==> config.mk <==
export PLATFORM = sky130hd
export DESIGN_NAME = beat_sequencer
export DESIGN_NICKNAME = d
export VERILOG_FILES = /design/src/rtl/beat_sequencer.sv
export SDC_FILE = /design/constraint.sdc
export NUM_CORES = 1
export LEC_CHECK = 0
export ABC_AREA = 1
export BUFFER_PORTS_ARGS = -buffer_cell sky130_fd_sc_hd__buf_4
export CAP_MARGIN = 20
export CELL_PAD_IN_SITES_DETAIL_PLACEMENT = 0
export CELL_PAD_IN_SITES_GLOBAL_PLACEMENT = 1
export CORE_AREA = 8 8 77 79
export CTS_BUF_LIST = sky130_fd_sc_hd__clkbuf_4 sky130_fd_sc_hd__clkbuf_8
export DETAILED_ROUTE_END_ITERATION = 8
export DIE_AREA = 0 0 85 87
export PLACE_DENSITY = 0.9
export SLEW_MARGIN = 20
export SYNTH_ARGS = -nofsm -noshare
export SYNTH_HDL_FRONTEND = slang
export SYNTH_SLANG_ARGS = --single-unit
==> constraint.sdc <==
create_clock -name clk -period 2.2 [get_ports clk]
set_clock_uncertainty 0.05 [all_clocks]
set_input_delay 0 -clock clk [delete_from_list [all_inputs] [get_ports clk]]
set_output_delay 0 -clock clk [all_outputs]
set_load 0.05 [all_outputs]
==> src/rtl/beat_sequencer.sv <==
// beat_sequencer: game-flow controller for the piano game.
// Drives the beat timeline, judges each beat and tracks score/misses.
module beat_sequencer #(
  parameter int NUM_STEPS = 32,
  parameter int ADDR_W    = 5,
  parameter int MAX_MISS  = 3,
  parameter int BEAT_LAST = 96
) (
  input  logic              clk,
  input  logic              rst_n,
  input  logic              start,
  input  logic              pause,
  input  logic              tick,
  input  logic              wrong,
  input  logic [5:0]        rom_data,
  output logic [ADDR_W-1:0] rom_addr,
  output logic [5:0]        check,
  output logic [6:0]        beat_cnt,
  output logic              restart,
  output logic              stop_or_end,
  output logic [6:0]        score,
  output logic [1:0]        miss_cnt,
  output logic [1:0]        state,
  output logic              win
);

  localparam logic [1:0] S_IDLE  = 2'd0;
  localparam logic [1:0] S_PLAY  = 2'd1;
  localparam logic [1:0] S_PAUSE = 2'd2;
  localparam logic [1:0] S_DONE  = 2'd3;

  localparam logic [6:0] BL      = 7'(BEAT_LAST);
  localparam logic [6:0] BL_M1   = 7'(BEAT_LAST - 1);
  localparam logic [1:0] MM      = 2'(MAX_MISS);
  localparam logic [ADDR_W-1:0] A_LAST = ADDR_W'(NUM_STEPS - 1);

  logic [1:0]        state_q, state_d;
  logic [6:0]        beat_q, beat_d;
  logic [ADDR_W-1:0] addr_q, addr_d;
  logic [5:0]        check_q, check_d;
  logic [6:0]        score_q, score_d;
  logic [1:0]        miss_q, miss_d;
  logic              win_q, win_d;
  logic              restart_q, restart_d;
  logic              soe_q, soe_d;
  logic              load_q, load_d;
  logic              judge_q, judge_d;

  logic              judge_act;
  logic              ended;
  logic [1:0]        miss_new;

  assign judge_act = judge_q
                   & ((state_q == S_PLAY)
                   | (state_q == S_PAUSE));
  assign miss_new  = miss_q + {1'b0, wrong};

  // Next-state: start restarts, then beat advance, judge, pause toggle.
  always_comb begin
    state_d   = state_q;
    beat_d    = beat_q;
    addr_d    = addr_q;
    score_d   = score_q;
    miss_d    = miss_q;
    win_d     = win_q;
    restart_d = 1'b0;
    load_d    = 1'b0;
    judge_d   = 1'b0;
    ended     = 1'b0;
    if (start) begin
      state_d   = S_PLAY;
      beat_d    = '0;
      addr_d    = '0;
      score_d   = '0;
      miss_d    = '0;
      win_d     = 1'b0;
      restart_d = 1'b1;
      load_d    = 1'b1;
    end else begin
      if ((state_q == S_PLAY) && tick) begin
        beat_d  = (beat_q == BL) ? 7'd0
                                 : beat_q + 7'd1;
        judge_d = (beat_q == BL_M1);
      end
      if (judge_act) begin
        if (wrong)
          miss_d = miss_new;
        else if (score_q != 7'd127)
          score_d = score_q + 7'd1;
        if (miss_new == MM) begin
          state_d = S_DONE;
          win_d   = 1'b0;
          ended   = 1'b1;
        end else if (addr_q == A_LAST) begin
          state_d = S_DONE;
          win_d   = 1'b1;
          ended   = 1'b1;
        end else begin
          addr_d = addr_q + 1'b1;
          load_d = 1'b1;
        end
      end
      if (pause && !ended) begin
        unique case (1'b1)
          (state_q == S_PLAY):  state_d = S_PAUSE;
          (state_q == S_PAUSE): state_d = S_PLAY;
          default: ;
        endcase
      end
    end
    soe_d   = (state_d != S_PLAY);
    check_d = load_q ? rom_data : check_q;
  end

  // State and output registers.
  always_ff @(posedge clk or negedge rst_n) begin
    if (!rst_n) begin
      state_q   <= S_IDLE;
      beat_q    <= '0;
      addr_q    <= '0;
      check_q   <= '0;
      score_q   <= '0;
      miss_q    <= '0;
      win_q     <= 1'b0;
      restart_q <= 1'b0;
      soe_q     <= 1'b1;
      load_q    <= 1'b0;
      judge_q   <= 1'b0;
    end else begin
      state_q   <= state_d;
      beat_q    <= beat_d;
      addr_q    <= addr_d;
      check_q   <= check_d;
      score_q   <= score_d;
      miss_q    <= miss_d;
      win_q     <= win_d;
      restart_q <= restart_d;
      soe_q     <= soe_d;
      load_q    <= load_d;
      judge_q   <= judge_d;
    end
  end

  assign rom_addr    = addr_q;
  assign check       = check_q;
  assign beat_cnt    = beat_q;
  assign restart     = restart_q;
  assign stop_or_end = soe_q;
  assign score       = score_q;
  assign miss_cnt    = miss_q;
  assign state       = state_q;
  assign win         = win_q;

endmodule

# After elaboration in Yosys (flattened, before gate mapping)
# Cells that the tools add are included.
word_totals:
  reg_bits: 34
  input_bits: 12
  out_inout_bits: 32
classes:
  n_addsub: 4
  eq_ne: 11
  mux: 35
  bitwise: 2
  n_reduce_logical: 12
ops:
  columns: ["op", "n"]
  rows:
  - ["2-to-1 mux 7 bit", 7]
  - ["2-to-1 mux 5 bit", 4]
  - ["2-to-1 mux 2 bit", 8]
  - ["2-to-1 mux 1 bit", 15]
  - ["adder 7 x 1 -> 7 bit, second input constant", 2]
  - ["equality test 7 bit, second input constant", 2]
  - ["nonzero test 2 bit", 4]
  - ["inequality test 7 bit, second input constant", 1]
  - ["inequality test 2 bit, second input constant", 3]
  - ["AND reduction 3 bit", 2]
  - ["adder 5 x 1 -> 5 bit, second input constant", 1]
  - ["equality test 5 bit, second input constant", 1]
  - ["equality test 2 bit, second input constant", 2]
  - ["case mux 2 bit (2 select lines)", 1]
  - ["AND reduction 2 bit", 2]
  - ["nonzero test 3 bit", 1]
  - ["adder 2 x 1 -> 2 bit", 1]
  - ["equality test 2 x 1 -> 1 bit, second input constant", 1]
  - ["logical AND 1 bit", 2]
  - ["inequality test 2 x 1 -> 1 bit, second input constant", 1]
  - ["bitwise AND 1 bit", 1]
  - ["logical NOT 1 bit", 1]
  - ["OR 1 bit", 1]

# Longest topological paths before layout
# Gate-level depths: netlist of the first run.
logic_depth:
  depth_word: 10
  mapped_depth: 10
  depth_no_buf: 10

# Least setup slack after synthesis of the first run
# OpenSTA, ideal clock, no wires.
synth_timing:
  path_type: "flip-flop to flip-flop"
  startpoint: "register state_q[0], in the netlist state[0]"
  endpoint: "register score_q[2], in the netlist score[2]"
  setup_ns: 0.120
  t_arrival_ns: 1.790
  t_required_ns: 2.030
  setup_slack_ns: 0.240
  path_stages_with_launch: 10
  path_buffers: 1
  synth_period_minus_slack_ns: 1.960
  cell_sequence: "dfrtp_1 inv_1 ha_1 nor2_2 inv_1 nand2_1 nand3_2 buf_6 nand2_1 o21ai_2"
synth_between:
  elab_chain_len: 5
synth_rtl:
  columns: ["element", "line", "rtl"]
  rows:
  - ["start: declaration", "37", "logic [1:0] state_q, state_d;"]
  - ["start signal: assignment", "130", "state_q <= state_d;"]
  - ["equality test 2 x 1 -> 1 bit / equality test 2 bit (equally long branches)", "54, 55", null]
  - ["OR 1 bit *", "55", "| (state_q == S_PAUSE));"]
  - ["bitwise AND 1 bit *", "54", "& ((state_q == S_PLAY)"]
  - ["nonzero test 2 bit (no line) *", null, null]
  - ["AND reduction 3 bit (no line) *", null, null]
  - ["end signal: assignment", "134", "score_q <= score_d;"]
  - ["end: declaration", "41", "logic [6:0] score_q, score_d;"]
# Mark *: on every way between the ends. The rest lies on a longest branch, timed or not.
# A chain may end at the register's enable or synchronous reset.

# Final worst setup path of the first run
layout_timing:
  startpoint: "register state_q[0], in the netlist state[0]"
  endpoint: "register score_q[5], in the netlist score[5]"
# The elaborated chain is that of the path after synthesis.

==> results of run 1 <==
metal layers:
| metal | vias to the layer above | wire length, um |
|---|---|---|
| met5 | - | 0 |
| met4 | 0 | 63 |
| met3 | 7 | 283 |
| met2 | 38 | 1810 |
| met1 | 706 | 1910 |
| li1 | 792 | - |
cells in the final DEF, fill, tap and decap left out, types with 7 or more instances in the layout:
| master | n |
|---|---|
| dlygate4sd3_1 | 10 |
| nand2_1 | 45 |
| dfrtp_1 | 33 |
| o21ai_0 | 7 |
| inv_1 | 25 |
| a21oi_1 | 8 |
| nor2_1 | 12 |
| buf_4 | 43 |
| nand3_1 | 25 |
| ha_1 | 11 |
worst paths after layout:
| check | startpoint | to | slack, ps |
|---|---|---|---|
| min reg2reg | check[0] | check[0] | 460 |
| max reg2reg | state[0] | score[5] | 330 |
| min in group asynchronous | rst_n | win | 170 |
| max | state[0] | score[5] | 330 |
| min | tick | judge_q | 90 |
| max in group asynchronous | rst_n | stop_or_end | 1610 |
worst reg2reg max path: cells and delay by family, from the launching register on:
kind	cells	cell delay, ps
AND/OR/NAND/NOR	4	690
buffers and inverters	2	170
flip-flops	1	460
adder cells (fa/ha/maj)	1	300
AO/OA/AOI/OAI	1	80
where the power goes:
part	switching, mW	internal [mW]	leakage, nW
Combinational	0.236	0.119	0.702
Clock	0.226	0.364	0.0593
Sequential	0.0410	0.663	0.443
synthesized netlist by cell type:
master    instances  area [um2]
o21ai_1           2        10.0
nand2_4           1        11.3
a21oi_1           8        40.0
mux2_2            6        67.6
nand3_2           3        30.0
nand4_1           4        25.0
nor3_1            1        5.00
inv_4             1        6.26
o21bai_1          2        15.0
xor2_1            1        8.76
or2_2             1        6.26
o21ai_2           5        43.8
nand2_1          45         169
nand2_2           2        12.5
nor3b_1           1        7.51
nor2_4            1        11.3
nand3_1          25         125
nor2_2            1        6.26
ha_1             11         138
inv_1            25        93.8
buf_6             4        45.0
a31oi_1           1        6.26
clkbuf_1          1        3.75
nor2_1           12        45.0
o31ai_1           1        7.51
o22ai_1           1        6.26
buf_4             1        7.51
inv_2             1        3.75
dfstp_2           1        26.3
o21ai_0           7        35.0
dfrtp_1          33         826
per-stage QoR:
step	area (um2)	util	power (mW)	hold WS, ps
floorplan	1840	-	0.951	-346
global placement	2180	0.450	1.06	-68.4
detailed placement	2180	0.450	1.06	-70.0
CTS	2390	0.494	1.68	85.4
global route	2390	0.494	1.73	105
finish	2390	0.494	1.65	91.3
cell type report:
| type | instances | area share |
|---|---|---|
| inverter | 27 | 0.0434 |
| clock buffer | 7 | 0.0350 |
| timing repair buffer | 53 | 0.177 |
| clock inverter | 1 | 0.0125 |
| multi-input combinational | 142 | 0.347 |
| sequential | 34 | 0.356 |
| tap | 56 | 0.0293 |
sequential cells by signal, summed over array words and instances, names as in the netlist:
register / flops
beat_cnt: 7
score: 7
check: 6
rom_addr: 5
miss_cnt: 2
state: 2
judge_q: 1
load_q: 1
restart: 1
stop_or_end: 1
win: 1
cells by family after synthesis:
| logic type | count (synthesis) | share of synthesized area |
|---|---|---|
| buffers and inverters | 33 | 0.0868 |
| AND/OR/NAND/NOR | 97 | 0.246 |
| AO/OA/AOI/OAI | 27 | 0.0889 |
| flip-flops | 34 | 0.462 |
| multiplexers | 6 | 0.0366 |
| adder cells (fa/ha/maj) | 11 | 0.0746 |
| XOR/XNOR | 1 | 0.00475 |
==> metrics, run 1 <==
hold_buf cts 10; crit share post-route 0.849; area of the multi-input gates between 800 and 900 um2; largest net degree at the start of global routing 35; Crit Path Class reg2reg; initial core utilization 0.380; Worst Max-Slew Pin Slew 432 ps; Die Height 87 um; startpoint type of the worst setup path flip-flop; Iter 0 DRT Violations 46; die area 7400 um2; count of pins over their slew limit 0; Critical path buffers and inverters 2; First-pass DRT Iterations 4; clk sinks 34; crit path DAT 1980 ps; CP delay by family, top simple AND/OR/NAND/NOR gates; worst r2r path cells 8; CTS tree done; GPL Wtd Cong 0.764; P_leak 1.20 nW; vias per cell 4.82; met1 GRT Util 0.135; Max Root-Sink Buffers 2; fin nets 286; Avg Cell Area, Syn just under 9 um2; clk root buf clkbuf_8; io pins 44; all-layer global routing usage 0.115; DRT Wirelength 4.06 mm; synthesized net count between 200 and 250; worst ir drop on vdd between 200 and 300 uV; TritonCTS buffer count 5; non-filler cells, final 320; M2 GR Usage 0.183; vias in the first global route between 1,000 and 1,500; Clk pin slew, worst setup/hold paths 70 ps; share of cells above drive strength 1 0.280; cell count after synthesis 209; DRC Markers 0; post-CTS setup buffers 0; crit-path cells inv_1, ha_1, nor2_2, inv_1, nand2_1, nand3_2, nand2_1, o21ai_1; hpwl dp 2.86 mm; CP max stage delay approximately 460 ps; Synth Register Bits 34; hold path cells 3; Worst path depth 8; min-delay worst type in2reg; Layout area overhead 29.9%; Post-Syn Area between 1500 and 2000 um2; Final WS setup between 300 and 400 ps; number of synthesis warnings 0; Crit path required time 2310 ps; placed insts 302; Pwr Density 688 nW/um2; Port Buf Inserts 43; Max Cap Viol 0; status finished clean; chip width 85 um; first-pass GRT wire length 6.81 mm; antenna violations before repair 0; num rows 26; pre-CTS WS between 300 and 400 ps; Sequential Area 852 um2; Wirelength per Cell 12.7 um; # setup viols final 0; fillers 453; Relative slew margins 0.712; total gr overflow 0; synth unique cells 31; final setup TNS 0 ps; ant diodes 0; Crit. End Element flip-flop; CTS resizes 0; post-detailed-route count of antenna-violating nets 0; via count 1,543; most used routing layer met2; worst skew pair latency 290 ps; Seq/Total Area, Yosys 0.462; Fin. Hold Viols 0; f_max 535 MHz; H-tree depth 2; Crit-path slowest cell dfrtp_1; fin crit period 1870 ps; critical-path maximum fanout 12; core area between 4000 and 5000 um2; RSZ-0062 raised after global routing no; M3 GR Usage 0.0500
No activity file was read; power rests on OpenSTA's default activity.
==> run 2, diff against run 1 <==
- ABC_AREA: 1 -> 0
- CORE_AREA: 8 8 77 79 -> 8 8 73 75
- DIE_AREA: 0 0 85 87 -> 0 0 81 83
- PLACE_DENSITY: 0.9 -> 0.91
- clock period: 2.2 -> 1.9 ns (I/O delays scaled with it)
==> metrics, run 2 <==
status finished clean; M3 GR Usage 0.0571 (+0.00711); sequential power share 0.465 (+0.038); DRC Markers 0 (unchanged); number of flops mapped to enable cells by yosys 0 (unchanged); switch share 0.267 (-0.0383); all-layer global routing usage 0.120 (+0.00495); total gr overflow 0 (unchanged); Worst Max-Slew Pin Slew 421 ps (-10.5 ps); vias per cell 5.01 (+4.0%); die area 6720 um2 (-9.1%); clk sinks 34 (unchanged); Crit. End Element flip-flop; Synth top area share 0.488 (+0.0400); Wirelength per Cell 14.0 um (+10%); non-filler cells, final 272 (-15%); largest net degree at the start of global routing 35 (unchanged); # setup viols final 0 (unchanged); ant diodes 0 (unchanged); combinational share of power 0.161 (-0.054); count of pins over their slew limit 0 (unchanged); Iter 0 DRT Violations 65 (+41%); commonest non-fill, non-tap cell in the layout buf_4; Clk pin slew, worst setup/hold paths 70 ps (about the same); final setup TNS 0 ps (unchanged); Relative slew margins 0.719 (+0.00699); met1 GRT Util 0.148 (+0.0130); io pins 44 (unchanged); most used flip-flop cell after synthesis dfrtp_1; crit path DAT 1860 ps (-120 ps); hpwl dp 2.65 mm (-7.4%); clk root buf clkbuf_8; startpoint type of the worst setup path flip-flop; worst ir drop on vdd 352 uV (+18%); Cell Int Power 1.22 mW (+6.2%); number of synthesis warnings 0 (unchanged); clock share of power 0.374 (+0.016); num rows 24 (-7.7%); vias in the first global route 1,381 (-6.4%); RSZ-0062 raised after global routing no; Post-Syn Area 1690 um2 (-8.2%); most frequent cells in the layout buf_4, dfrtp_1, nor2_1, a21oi_1; synth unique cells 34 (+9.7%); crit-path cells ha_4, and3_1, ha_2, a211oi_4, buf_12, mux2i_1, nor2_1; fin crit period 1750 ps (-118 ps); chip width 81 um (-4.7%); top post-synthesis cells by area dfrtp_1, ha_1, mux2_2; critical-path maximum fanout 8 (-4); Layout area overhead 38.2%; via count 1,364 (-12%); CTS resizes 0 (unchanged); CP max stage delay 440 ps (-20 ps); P_leak 1.09 nW (-9.1%); H-tree depth 2 (unchanged); Switching Power 443 uW (-12%); fillers 386 (-15%); Max Root-Sink Buffers 2 (unchanged); Port Buf Inserts 43 (unchanged); Crit-path slowest cell dfrtp_2; most used routing layer met2; antenna violations before repair 0 (unchanged); synthesized net count 183 (-21%); Avg Cell Area, Syn 10.6 um2 (+20%); core area 4200 um2 (-13%); Crit path required time 2010 ps (-300 ps); Die Height 83 um (-4.6%); TritonCTS buffer count 5 (unchanged); CTS tree done; placed insts 252 (-17%); GPL Wtd Cong 0.747 (-2.2%); most frequent cell after synthesis dfrtp_1; Pwr Density 709 nW/um2 (+3.0%); Max Cap Viol 0 (unchanged); min-delay worst type in2reg; cell taking the most area after synthesis dfrtp_1; share of cells above drive strength 1 0.341 (+0.0606); Fin. Hold Viols 0 (unchanged); synth cell count leaders dfrtp_1, nor2_1, a21oi_1, ha_1; f_max 571 MHz (+6.7%); First-pass DRT Iterations 6 (+2); first-pass GRT wire length 6.42 mm (-5.7%); worst skew pair latency 280 ps (about the same); Synth Register Bits 34 (unchanged); Seq/Total Area, Yosys 0.503 (+0.0413); async set-reset flop share out of synthesis 1.00 (unchanged); DRT Wirelength 3.80 mm (-6.5%); cell count after synthesis 160 (-23%); post-detailed-route count of antenna-violating nets 0 (unchanged); initial core utilization 0.403 (+0.0222); crit share post-route 0.922 (+0.0721); M2 GR Usage 0.180 (-0.00297); fin nets 242 (-15%); Crit Path Class reg2reg
## run 2: changes by cell type after synthesis, sizes merged, moves of 5 or more
| cell | delta |
|---|---|
| xor2 | +6 |
| o21ai | -8 |
| nand3 | -18 |
| buf | -5 |
| nand2 | -38 |
| inv | -22 |
## run 2: critical path: cells and delay by family (launching register included)
family          cells  cell delay, ps
compound gates      1             190
fa+ha+maj           2             370
buf+inv             1             160
flops               1             440
mux                 1             190
simple gates        2             230
## run 2: power by group through the flow
stage | logic [mW] | clock network [mW] | registers (mW)
final | 0.267 | 0.620 | 0.772
after global routing | 0.288 | 0.675 | 0.778
after CTS | 0.266 | 0.648 | 0.775
after detailed placement | 0.249 | 0 | 0.789
after global placement | 0.247 | 0 | 0.788
after floorplan | 0.0675 | 0 | 0.873
## run 2: metal layers
metal / wire length (um) / up-vias
met5: 0 / -
met4: 13 / 0
met3: 258 / 2
met2: 1830 / 34
met1: 1690 / 648
li1: - / 680
## run 2: layout make-up
cell class	instances	area [um2]	area share
multi-input cells	117	830	0.355
inverters	5	18.8	0.00802
well taps	52	65.1	0.0278
flip-flops and latches	34	858	0.367
repair buffers	56	458	0.196
clock buffers	8	110	0.0471
## run 2: metrics by stage
stage          power (mW)  hold slack (ps)  instance area (um2)   util  worst slack, ps
2_1_floorplan       0.941             -346                 1720      -            0.332
3_3_place_gp         1.03            -74.5                 2100  0.500             65.6
3_5_place_dp         1.04            -76.2                 2100  0.500             1.40
4_1_cts              1.69             36.0                 2330  0.555             91.4
5_1_grt              1.74             48.0                 2340  0.557             46.9
6_report             1.66             52.5                 2340  0.557              149
## run 2: timing repair
item	4_1_cts	5_1_grt
endpoints found under the setup margin	1	1
setup buffers	1	1
hold buffers	10	0
gates cloned	0	0
pin swaps	1	0
endpoints found under the hold margin	43	0
## run 2: worst paths after layout
path	to	slack [ps]	startpoint	cells after the start
max	rom_addr[1]	150	rom_addr[1]	7
min	judge_q	50	tick	3
max reg2reg	rom_addr[1]	150	rom_addr[1]	7
min reg2reg	check[0]	460	check[0]	1
max in group asynchronous	stop_or_end	1320	rst_n	2
min in group asynchronous	check[3]	160	rst_n	2
## run 2: logic make-up after synthesis
family	count (synthesis)	synth area share
AO/OA/AOI/OAI	28	0.107
XOR/XNOR	9	0.0466
adder cells (fa/ha/maj)	11	0.0813
buffers and inverters	9	0.0200
flip-flops	34	0.503
multiplexers	10	0.0636
AND/OR/NAND/NOR	59	0.178
==> run 3, diff against run 2 <==
--- a/config.mk
+++ b/config.mk
@@ -11,8 +11,9 @@
 export CELL_PAD_IN_SITES_DETAIL_PLACEMENT = 0
 export CELL_PAD_IN_SITES_GLOBAL_PLACEMENT = 1
-export CORE_AREA = 8 8 73 75
+export CORE_AREA = 2 2 67 69
 export CTS_BUF_LIST = sky130_fd_sc_hd__clkbuf_4 sky130_fd_sc_hd__clkbuf_8
 export DETAILED_ROUTE_END_ITERATION = 8
-export DIE_AREA = 0 0 81 83
+export DIE_AREA = 0 0 69 71
+export HOLD_SLACK_MARGIN = 0.1
 export PLACE_DENSITY = 0.91
 export SLEW_MARGIN = 20
--- a/constraint.sdc
+++ b/constraint.sdc
@@ -3,3 +3,3 @@
 set_input_delay 0 -clock clk [delete_from_list [all_inputs] [get_ports clk]]
 set_output_delay 0 -clock clk [all_outputs]
-set_load 0.05 [all_outputs]
+set_load 0.01 [all_outputs]
==> metrics, run 3 (synthesis gave the netlist of run 2 again) <==
f_max 566 MHz (-0.85%); placed insts 255 (+1.2%); Max Cap Viol 0 (unchanged); Fin. Hold Viols 0 (unchanged); Crit path required time 2020 ps (about the same); core area 4200 um2 (unchanged); GPL Wtd Cong 0.773 (+3.5%); combinational share of power 0.127 (-0.034); vias per cell 5.00 (-0.22%); Clk pin slew, worst setup/hold paths 70 ps (about the same); crit path DAT 1890 ps (+30 ps); Worst Max-Slew Pin Slew 425 ps (+3.58 ps); H-tree depth 2 (unchanged); clk root buf clkbuf_8; CTS tree done; chip width 69 um (-15%); DRC Markers 0 (unchanged); first-pass GRT wire length 6.10 mm (-5.0%); RSZ-0062 raised after global routing no; P_leak 1.13 nW (+2.9%); vias in the first global route 1,350 (-2.2%); Switching Power 354 uW (-20%); Pwr Density 644 nW/um2 (-9.3%); most frequent cells in the layout buf_4, dfrtp_1, nor2_1, a21oi_1, dlygate4sd3_1; share of cells above drive strength 1 0.330 (-0.0105); Die Height 71 um (-14%); clk sinks 34 (unchanged); fin crit period 1770 ps (+15.0 ps); # setup viols final 0 (unchanged); critical-path maximum fanout 8 (unchanged); antenna violations before repair 0 (unchanged); CP delay by family, top compound AO/OA/AOI/OAI gates; die area 4900 um2 (-27%); initial core utilization 0.403 (unchanged); Relative slew margins 0.717 (-0.00239); num rows 24 (unchanged); crit-path cells ha_2, and3_1, ha_2, a211oi_4, buf_6, a21oi_1, a31o_1; total gr overflow 0 (unchanged); min-delay worst type in2async; all-layer global routing usage 0.154 (+0.0337); sequential power share 0.511 (+0.046); First-pass DRT Iterations 4 (-2); non-filler cells, final 279 (+2.6%); TritonCTS buffer count 5 (unchanged); Cell Int Power 1.16 mW (-4.9%); post-detailed-route count of antenna-violating nets 0 (unchanged); startpoint type of the worst setup path flip-flop; worst ir drop on vdd 453 uV (+29%); final setup TNS 0 ps (unchanged); switch share 0.234 (-0.0324); cell with the most instances on the worst path ha_2; ant diodes 0 (unchanged); commonest non-fill, non-tap cell in the layout buf_4; Wirelength per Cell 12.8 um (-8.5%); CP max stage delay 400 ps (-40 ps); hpwl dp 2.46 mm (-7.0%); Iter 0 DRT Violations 43 (-34%); worst skew pair latency 280 ps (about the same); crit share post-route 0.929 (+0.00789); Layout area overhead 38.7%; status finished clean; largest net degree at the start of global routing 35 (unchanged); pre-CTS WS -25.7 ps (-27.1 ps); Port Buf Inserts 43 (unchanged); fin nets 249 (+2.9%); final hold slack 163 ps (+111 ps); Final WS setup 134 ps (-15.0 ps); Crit. End Element flip-flop; DRT Wirelength 3.56 mm (-6.2%); io pins 44 (unchanged); via count 1,396 (+2.3%); Max Root-Sink Buffers 2 (unchanged); Crit-path slowest cell dfrtp_1; Crit Path Class reg2reg; Critical path buffers and inverters 1 (unchanged); count of pins over their slew limit 0 (unchanged); clock share of power 0.363 (-0.011)
## run 3: cell count changes in the layout (fill, tap and decap cells not counted), sizes merged
cell,previous run,this run
dlygate4sd3,10,11
clkinv,0,1
clkbuf,8,7
buf,46,52
## run 3: power groups by stage
| stage | Clock (mW) | Sequential (mW) | Combinational (mW) |
|---|---|---|---|
| 6_report | 0.548 | 0.772 | 0.191 |
| 5_1_grt | 0.600 | 0.775 | 0.213 |
| 4_1_cts | 0.565 | 0.771 | 0.195 |
| 3_5_place_dp | 0 | 0.784 | 0.176 |
| 3_3_place_gp | 0 | 0.783 | 0.171 |
| 2_1_floorplan | 0 | 0.796 | 0.0648 |
## run 3: what timing repair did
action	CTS	global route
hold buffers	11	0
resized for setup	0	3
hold endpoints to repair	66	0
pin swaps	1	0
setup endpoints to repair	3	5
buffers inserted	1	4
## run 3: routing by layer
| metal | routed length (um) | global-route usage | up-vias |
|---|---|---|---|
| met5 | 0 | 0 | - |
| met4 | 59 | 0.0588 | 0 |
| met3 | 160 | 0.0442 | 5 |
| met2 | 1740 | 0.250 | 29 |
| met1 | 1600 | 0.197 | 667 |
| li1 | - | - | 695 |
## run 3: area by class of cell
cell class                 count  area [um2]
fill                         385        1860
clock buffer                   7        90.1
inverter                       5        18.8
multi-input combinational    117         812
timing repair buffer          63         504
clock inverter                 1        5.00
sequential                    34         852
tap                           52        65.1
## run 3: path summary, 6_finish.rpt
kind / slack (ps) / to / start / cells past startpoint
worst max-delay path: 130 / rom_addr[2] / rom_addr[0] / 7
worst min-delay path: 160 / load_q / rst_n / 2
worst max register to register: 130 / rom_addr[2] / rom_addr[0] / 7
worst min register to register: 460 / check[5] / check[5] / 1
max in group asynchronous: 1290 / stop_or_end / rst_n / 2
min in group clk: 450 / check[3] / rom_data[3] / 3
## run 3: per-stage QoR
| stage | power, mW | utilization | area (um2) |
|---|---|---|---|
| floorplan | 0.861 | - | 1690 |
| global placement | 0.954 | 0.499 | 2100 |
| detailed placement | 0.960 | 0.499 | 2100 |
| CTS | 1.53 | 0.549 | 2310 |
| global route | 1.59 | 0.558 | 2350 |
| finish | 1.51 | 0.558 | 2350 |
